===== src/rtl/axi_rr_arbiter.sv =====
// Two-master AXI4 arbiter: round-robin, whole-transaction grants.
// Ports: i_clock/i_reset; upstream masters 0 (ifetch) and 1 (LSU)
// on i_axi_*n/o_axi_*n; downstream port on unsuffixed o_axi_*/i_axi_*;
// o_rgrant/o_wgrant one-hot {m1,m0}; o_busy = any grant held.
module axi_rr_arbiter #(
    parameter int ADDR_W = 32,
    parameter int DATA_W = 32
) (
    input  logic              i_clock,
    input  logic              i_reset,
    // master 0 AR / R
    input  logic [ADDR_W-1:0] i_axi_araddr0,
    input  logic              i_axi_arvalid0,
    input  logic [3:0]        i_axi_arid0,
    input  logic [7:0]        i_axi_arlen0,
    input  logic [2:0]        i_axi_arsize0,
    input  logic [1:0]        i_axi_arburst0,
    output logic              o_axi_arready0,
    output logic [DATA_W-1:0] o_axi_rdata0,
    output logic              o_axi_rvalid0,
    output logic [1:0]        o_axi_rresp0,
    output logic [3:0]        o_axi_rid0,
    output logic              o_axi_rlast0,
    input  logic              i_axi_rready0,
    // master 1 AR / R
    input  logic [ADDR_W-1:0] i_axi_araddr1,
    input  logic              i_axi_arvalid1,
    input  logic [3:0]        i_axi_arid1,
    input  logic [7:0]        i_axi_arlen1,
    input  logic [2:0]        i_axi_arsize1,
    input  logic [1:0]        i_axi_arburst1,
    output logic              o_axi_arready1,
    output logic [DATA_W-1:0] o_axi_rdata1,
    output logic              o_axi_rvalid1,
    output logic [1:0]        o_axi_rresp1,
    output logic [3:0]        o_axi_rid1,
    output logic              o_axi_rlast1,
    input  logic              i_axi_rready1,
    // master 0 AW / W / B
    input  logic [ADDR_W-1:0] i_axi_awaddr0,
    input  logic              i_axi_awvalid0,
    input  logic [3:0]        i_axi_awid0,
    input  logic [7:0]        i_axi_awlen0,
    input  logic [2:0]        i_axi_awsize0,
    input  logic [1:0]        i_axi_awburst0,
    output logic              o_axi_awready0,
    input  logic [DATA_W-1:0] i_axi_wdata0,
    input  logic [DATA_W/8-1:0] i_axi_wstrb0,
    input  logic              i_axi_wvalid0,
    input  logic              i_axi_wlast0,
    output logic              o_axi_wready0,
    output logic [1:0]        o_axi_bresp0,
    output logic              o_axi_bvalid0,
    output logic [3:0]        o_axi_bid0,
    input  logic              i_axi_bready0,
    // master 1 AW / W / B
    input  logic [ADDR_W-1:0] i_axi_awaddr1,
    input  logic              i_axi_awvalid1,
    input  logic [3:0]        i_axi_awid1,
    input  logic [7:0]        i_axi_awlen1,
    input  logic [2:0]        i_axi_awsize1,
    input  logic [1:0]        i_axi_awburst1,
    output logic              o_axi_awready1,
    input  logic [DATA_W-1:0] i_axi_wdata1,
    input  logic [DATA_W/8-1:0] i_axi_wstrb1,
    input  logic              i_axi_wvalid1,
    input  logic              i_axi_wlast1,
    output logic              o_axi_wready1,
    output logic [1:0]        o_axi_bresp1,
    output logic              o_axi_bvalid1,
    output logic [3:0]        o_axi_bid1,
    input  logic              i_axi_bready1,
    // downstream
    output logic [ADDR_W-1:0] o_axi_araddr,
    output logic              o_axi_arvalid,
    output logic [3:0]        o_axi_arid,
    output logic [7:0]        o_axi_arlen,
    output logic [2:0]        o_axi_arsize,
    output logic [1:0]        o_axi_arburst,
    input  logic              i_axi_arready,
    input  logic [DATA_W-1:0] i_axi_rdata,
    input  logic              i_axi_rvalid,
    input  logic [1:0]        i_axi_rresp,
    input  logic [3:0]        i_axi_rid,
    input  logic              i_axi_rlast,
    output logic              o_axi_rready,
    output logic [ADDR_W-1:0] o_axi_awaddr,
    output logic              o_axi_awvalid,
    output logic [3:0]        o_axi_awid,
    output logic [7:0]        o_axi_awlen,
    output logic [2:0]        o_axi_awsize,
    output logic [1:0]        o_axi_awburst,
    input  logic              i_axi_awready,
    output logic [DATA_W-1:0] o_axi_wdata,
    output logic [DATA_W/8-1:0] o_axi_wstrb,
    output logic              o_axi_wvalid,
    output logic              o_axi_wlast,
    input  logic              i_axi_wready,
    input  logic [1:0]        i_axi_bresp,
    input  logic              i_axi_bvalid,
    input  logic [3:0]        i_axi_bid,
    output logic              o_axi_bready,
    // status
    output logic [1:0]        o_rgrant,
    output logic [1:0]        o_wgrant,
    output logic              o_busy
);

    localparam int SW = DATA_W / 8;

    typedef enum logic [1:0] {R_IDLE, R_GNT0, R_GNT1} r_state_e;
    typedef enum logic [1:0] {W_IDLE, W_GNT0, W_GNT1} w_state_e;

    r_state_e r_state_q, r_state_d;
    w_state_e w_state_q, w_state_d;
    logic     r_ptr_q, r_ptr_d, w_ptr_q, w_ptr_d;
    logic     ar_done_q, ar_done_d;
    logic     aw_done_q, aw_done_d;
    logic     w_done_q, w_done_d;
    logic     r_rel, w_rel;
    logic     rg0, rg1, wg0, wg1;

    // Tie goes to the master that was not served last.
    function automatic logic rr_pick(input logic req0,
                                     input logic req1,
                                     input logic last);
        return (req0 && req1) ? ~last : req1;
    endfunction

    always_ff @(posedge i_clock or posedge i_reset) begin
        if (i_reset) begin
            r_state_q <= R_IDLE;
            w_state_q <= W_IDLE;
            r_ptr_q   <= 1'b1;
            w_ptr_q   <= 1'b1;
            ar_done_q <= 1'b0;
            aw_done_q <= 1'b0;
            w_done_q  <= 1'b0;
        end else begin
            r_state_q <= r_state_d;
            w_state_q <= w_state_d;
            r_ptr_q   <= r_ptr_d;
            w_ptr_q   <= w_ptr_d;
            ar_done_q <= ar_done_d;
            aw_done_q <= aw_done_d;
            w_done_q  <= w_done_d;
        end
    end

    always_comb begin
        r_state_d = r_state_q;
        r_ptr_d   = r_ptr_q;
        ar_done_d = ar_done_q;
        r_rel     = 1'b0;
        unique case (r_state_q)
            R_GNT0, R_GNT1: begin
                if (o_axi_arvalid && i_axi_arready)
                    ar_done_d = 1'b1;
                r_rel = i_axi_rvalid && o_axi_rready && i_axi_rlast;
            end
            default: ;
        endcase
        // Release and idle share one pick, giving bubble-free handoff.
        if (r_state_q == R_IDLE || r_rel) begin
            ar_done_d = 1'b0;
            r_state_d = R_IDLE;
            if (i_axi_arvalid0 || i_axi_arvalid1) begin
                r_ptr_d   = rr_pick(i_axi_arvalid0, i_axi_arvalid1, r_ptr_q);
                r_state_d = r_ptr_d ? R_GNT1 : R_GNT0;
            end
        end
    end

    always_comb begin
        w_state_d = w_state_q;
        w_ptr_d   = w_ptr_q;
        aw_done_d = aw_done_q;
        w_done_d  = w_done_q;
        w_rel     = 1'b0;
        unique case (w_state_q)
            W_GNT0, W_GNT1: begin
                if (o_axi_awvalid && i_axi_awready)
                    aw_done_d = 1'b1;
                if (o_axi_wvalid && i_axi_wready && o_axi_wlast)
                    w_done_d = 1'b1;
                w_rel = i_axi_bvalid && o_axi_bready;
            end
            default: ;
        endcase
        if (w_state_q == W_IDLE || w_rel) begin
            aw_done_d = 1'b0;
            w_done_d  = 1'b0;
            w_state_d = W_IDLE;
            if (i_axi_awvalid0 || i_axi_awvalid1) begin
                w_ptr_d   = rr_pick(i_axi_awvalid0, i_axi_awvalid1, w_ptr_q);
                w_state_d = w_ptr_d ? W_GNT1 : W_GNT0;
            end
        end
    end

    assign rg0 = (r_state_q == R_GNT0);
    assign rg1 = (r_state_q == R_GNT1);
    assign wg0 = (w_state_q == W_GNT0);
    assign wg1 = (w_state_q == W_GNT1);

    assign o_rgrant = {rg1, rg0};
    assign o_wgrant = {wg1, wg0};
    assign o_busy   = rg0 | rg1 | wg0 | wg1;

    // AND-OR muxing: grants are one-hot, so idle yields all zeros.
    assign o_axi_araddr  = ({ADDR_W{rg0}} & i_axi_araddr0)
                         | ({ADDR_W{rg1}} & i_axi_araddr1);
    assign o_axi_arid    = ({4{rg0}} & i_axi_arid0) | ({4{rg1}} & i_axi_arid1);
    assign o_axi_arlen   = ({8{rg0}} & i_axi_arlen0) | ({8{rg1}} & i_axi_arlen1);
    assign o_axi_arsize  = ({3{rg0}} & i_axi_arsize0)
                         | ({3{rg1}} & i_axi_arsize1);
    assign o_axi_arburst = ({2{rg0}} & i_axi_arburst0)
                         | ({2{rg1}} & i_axi_arburst1);
    assign o_axi_arvalid = ~ar_done_q
                         & ((rg0 & i_axi_arvalid0) | (rg1 & i_axi_arvalid1));
    assign o_axi_rready  = (rg0 & i_axi_rready0) | (rg1 & i_axi_rready1);

    assign o_axi_arready0 = rg0 & ~ar_done_q & i_axi_arready;
    assign o_axi_arready1 = rg1 & ~ar_done_q & i_axi_arready;
    assign o_axi_rvalid0  = rg0 & i_axi_rvalid;
    assign o_axi_rvalid1  = rg1 & i_axi_rvalid;
    assign o_axi_rdata0   = {DATA_W{rg0}} & i_axi_rdata;
    assign o_axi_rdata1   = {DATA_W{rg1}} & i_axi_rdata;
    assign o_axi_rresp0   = {2{rg0}} & i_axi_rresp;
    assign o_axi_rresp1   = {2{rg1}} & i_axi_rresp;
    assign o_axi_rid0     = {4{rg0}} & i_axi_rid;
    assign o_axi_rid1     = {4{rg1}} & i_axi_rid;
    assign o_axi_rlast0   = rg0 & i_axi_rlast;
    assign o_axi_rlast1   = rg1 & i_axi_rlast;

    assign o_axi_awaddr  = ({ADDR_W{wg0}} & i_axi_awaddr0)
                         | ({ADDR_W{wg1}} & i_axi_awaddr1);
    assign o_axi_awid    = ({4{wg0}} & i_axi_awid0) | ({4{wg1}} & i_axi_awid1);
    assign o_axi_awlen   = ({8{wg0}} & i_axi_awlen0) | ({8{wg1}} & i_axi_awlen1);
    assign o_axi_awsize  = ({3{wg0}} & i_axi_awsize0)
                         | ({3{wg1}} & i_axi_awsize1);
    assign o_axi_awburst = ({2{wg0}} & i_axi_awburst0)
                         | ({2{wg1}} & i_axi_awburst1);
    assign o_axi_awvalid = ~aw_done_q
                         & ((wg0 & i_axi_awvalid0) | (wg1 & i_axi_awvalid1));
    assign o_axi_wdata   = ({DATA_W{wg0}} & i_axi_wdata0)
                         | ({DATA_W{wg1}} & i_axi_wdata1);
    assign o_axi_wstrb   = ({SW{wg0}} & i_axi_wstrb0) | ({SW{wg1}} & i_axi_wstrb1);
    assign o_axi_wlast   = (wg0 & i_axi_wlast0) | (wg1 & i_axi_wlast1);
    assign o_axi_wvalid  = ~w_done_q
                         & ((wg0 & i_axi_wvalid0) | (wg1 & i_axi_wvalid1));
    assign o_axi_bready  = (wg0 & i_axi_bready0) | (wg1 & i_axi_bready1);

    assign o_axi_awready0 = wg0 & ~aw_done_q & i_axi_awready;
    assign o_axi_awready1 = wg1 & ~aw_done_q & i_axi_awready;
    assign o_axi_wready0  = wg0 & ~w_done_q & i_axi_wready;
    assign o_axi_wready1  = wg1 & ~w_done_q & i_axi_wready;
    assign o_axi_bvalid0  = wg0 & i_axi_bvalid;
    assign o_axi_bvalid1  = wg1 & i_axi_bvalid;
    assign o_axi_bresp0   = {2{wg0}} & i_axi_bresp;
    assign o_axi_bresp1   = {2{wg1}} & i_axi_bresp;
    assign o_axi_bid0     = {4{wg0}} & i_axi_bid;
    assign o_axi_bid1     = {4{wg1}} & i_axi_bid;

endmodule

===== config.mk =====
export PLATFORM = sky130hd
export DESIGN_NAME = axi_rr_arbiter
export DESIGN_NICKNAME = d
export VERILOG_FILES = /design/src/rtl/axi_rr_arbiter.sv
export SDC_FILE = /design/constraint.sdc
export NUM_CORES = 1
export LEC_CHECK = 0
export CORE_AREA = 2 2 225 227
export DETAILED_ROUTE_END_ITERATION = 12
export DIE_AREA = 0 0 227 229
export PLACE_DENSITY_LB_ADDON = 0.15
export REMOVE_ABC_BUFFERS = 1
export SLEW_MARGIN = 20
export SYNTH_ARGS = -nofsm -noshare
export SYNTH_HDL_FRONTEND = slang
export SYNTH_SLANG_ARGS = --single-unit

===== constraint.sdc =====
create_clock -name i_clock -period 3.7 [get_ports i_clock]
set_input_delay 0.74 -clock i_clock [delete_from_list [all_inputs] [get_ports i_clock]]
set_output_delay 0.74 -clock i_clock [all_outputs]
set_load 0.05 [all_outputs]

==> flow_summary.yaml <==
logic_synthesis:
  synth_cells: 339
  post_synth_instance_area_sq_mm: 0.002670
  synth-edff-count: 0
  ys_seq_area_frac: 0.08529
  synth.avg_cell_area_sq_um: 7.876
  yosysMostFrequentCell: "sky130_fd_sc_hd__a22o_1"
  synth_fa_ha_area_frac: 0.03749
  synth_commonest_cells: "sky130_fd_sc_hd__a22o_1 (136), sky130_fd_sc_hd__and2_1 (94), sky130_fd_sc_hd__clkbuf_1 (23)"
  synthDistinctLibCells: 31
  post_synth_xor_xnor_area: 0
  postSynth.asyncResetShare: 1.000
  synth.area.top_cells: "sky130_fd_sc_hd__a22o_1 (45%), sky130_fd_sc_hd__and2_1 (22%), sky130_fd_sc_hd__dfrtp_1 (6.6%)"
  synth_simple_gate_area_share: 0.2690
  combinational_family_with_the_most_area_after_synthesis: "compound AO/OA/AOI/OAI gates"
  synth_top_area_frac: 0.4461
  synth.mux.area_fraction: 0.01500
  compound_gate_fraction_of_synth_area: 0.5033
  synth-main-ff-cell: "sky130_fd_sc_hd__dfrtp_1"
  synth.ff_latch_count: 9
  yosysWarningCount: 0
  netlist.top_cell.by_area: "sky130_fd_sc_hd__a22o_1"
placed_design:
  buffer_ports.inserted: 576
  post-dp-hpwl_um: 23940
  placement.cell_area_sq_mm: 0.009315
  gpl.final_weighted_congestion: 0.8494
pwr:
  power.density_cell_area_mw_per_mm2: 72.69
  leakagePower_nw: 3.386
  irDropWorstVdd_uv: 153.5
  power.total_mw: 0.6832
drt:
  firstDrtPassIters: 4
  drc: 0
  postRouteAntennaNets: 0
  totalWireLength_um: 27180
  vias: 4964
  avgViaCountPerCell: 3.174
  detail_route.wl_per_cell_um: 17.38
  detailedRoute.firstIterationViolations: 91
final_layout:
  fin_area_sq_mm: 0.009399
  post-route-util: 0.1893
  layout-drive-gt1-share: 0.04270
  synthToLayoutAreaGrowth_pct: 252.0
  finish.net_count: 1231
setup_path:
  path_max_fanout: 51
  category_of_the_worst_setup_path_capture_point: "primary output"
  crit_type: "flop to primary output"
  worst_ep_arrival_time_ns: 2.55
  startpoint: "w_state_q[0]$_DFFE_PP0N_"
  cp.required_ns: 2.96
  timing.rr.start: "r_state_q[1]$_DFFE_PP0N_"
  timing.critical_path.from_type: "flop"
clock_tree:
  cts.reportedPaths.clkPinSlew_ns: 0.04
  cts-hold-fix-buffers: 0
  clock_tree.htree_level_count: 1
  cts.sink_count: 9
  insertion_delay_ns: 0.24
  clock_tree.buffer_depth: 2
  numCtsBuffers: 3
  cts.root.buffer_cell: "sky130_fd_sc_hd__clkbuf_16"
  tritoncts: "yes"
  cts.repair_timing.setup_buffer_count: 0
  post_cts_resize_count: 0
global_routing:
  largest_net_degree_at_the_start_of_global_routing: 52
  grt_usage: 0.09442
  grt_use_met1: 0.09045
  globalRouteMet3Util: 0.02733
  busiest_layer: "met2"
  gr-total-overflow: 0
  via_count_of_the_first_global_routing_pass: 5215
  wire_length_of_the_first_global_routing_pass_um: 35910
  antenna_found_initial: 2
  globalRouteMet2Util: 0.1942
sta:
  finalSetupViolations: 0
  final_hold_violations: 0
  timing.clock.skew_ns: 0.001219
  slew-limit-headroom: 0.6126
  rsz0062_at_grt: "no"
  crit_share_post_route: 0.8882
  worstMarginPinSlew_ns: 0.5793
  timing.hold.ws_ns: 0.5406
  period_minus_slack_ns: 3.286
  final_max_slew_viol_count: 0
  timing.setup.tns_ns: 0
  max_freq_mhz: 304.3
die:
  die-height_um: 229
  floorplan.initialDensity: 0.05377
  rows: 82
  design.core.area_sq_mm: 0.04966
  design.die.area_sq_mm: 0.05198
  floorplan.io_pins: 577
  fp.dieW_um: 227
outcome:
  outcome: "finished clean"
flow_run:
  cap_viol_max_count: 0
hold_path:
  holdCritPathClass: "flop to flop"
  timing.hold.worst.start: "aw_done_q$_DFFE_PP0P_"
[layout by cell type, fill, tap and decap left out, drive strengths merged, types with 3 or more instances in the layout]
| cell | synthesis | routed |
|---|---|---|
| a22o | 137 | 137 |
| a22oi | 3 | 3 |
| and2 | 94 | 94 |
| and3b | 6 | 6 |
| buf | 23 | 24 |
| clkbuf | 23 | 4 |
| clkdlybuf4s50 | 0 | 569 |
| dfrtp | 7 | 7 |
| ha | 8 | 8 |
| inv | 7 | 7 |
| mux2i | 4 | 4 |
| nand2 | 4 | 4 |
| nor2 | 3 | 3 |
| o22a | 3 | 3 |
[kinds of logic (layout without fill, tap and decap cells)]
| kind of cell | Yosys count | after routing |
|---|---|---|
| AO/OA/AOI/OAI | 151 | 151 |
| AND/OR/NAND/NOR | 114 | 114 |
| buffers and inverters | 53 | 604 |
| flip-flops | 9 | 9 |
| adder cells (fa/ha/maj) | 8 | 8 |
| multiplexers | 4 | 4 |
| other | 0 | 2 |
[power by group]
group / switching (mW) / internal (mW) / total [mW]
Clock: 0.0547 / 0.145 / 0.200
Sequential: 0 / 0.0989 / 0.0989
Combinational: 0.0783 / 0.306 / 0.385
Total: 0.133 / 0.550 / 0.683
[through the flow]
step	setup WS, ns	cells
after floorplan	-0.7227	293
after global placement	0.5887	1558
after global routing	0.2663	1564
after CTS	0.3476	1562
after detailed placement	0.5901	1558
final	0.4138	1564
[final timing paths]
path                                    endpoint  slack, ns  cells after the start
hold / removal             aw_done_q$_DFFE_PP0P_       0.54                      1
min in group asynchronous  aw_done_q$_DFFE_PP0P_       0.82                      2
hold reg to reg            aw_done_q$_DFFE_PP0P_       0.54                      1
setup / recovery                o_axi_awaddr[26]       0.41                      5
max in group asynchronous    r_ptr_q$_DFFE_PP1P_       2.53                      2
setup reg to reg           ar_done_q$_DFFE_PP0P_       1.65                      8
[layout make-up]
cell class              instances  area (sq um)
clock buffers                   4         78.83
repair buffers                593          5988
well taps                     672         840.8
inverters                       7         26.28
flip-flops and latches          9         227.7
diodes                          2         5.005
multi-input cells             277          2232
fillers                      5605         40260
[routing by layer]
metal	vias up	part of all wire
met1	2247	0.34
met5	-	0
met3	12	0.095
met2	310	0.55
li1	2395	-
met4	0	0.014
[state kept, by name, indices dropped and copies added, names as in the netlist]
name       count
ar_done_q      1
aw_done_q      1
r_state_q      2
w_ptr_q        1
r_ptr_q        1
w_state_q      2
w_done_q       1
[critical path: stages (launching register included)]
cell and delay [ns]:
sky130_fd_sc_hd__dfrtp_1 0.41, sky130_fd_sc_hd__inv_1 0.15, sky130_fd_sc_hd__ha_4 0.36, sky130_fd_sc_hd__buf_12 0.28, sky130_fd_sc_hd__a22o_1 0.21, sky130_fd_sc_hd__clkdlybuf4s50_1 0.83
Power figures use the tool's default switching activity.
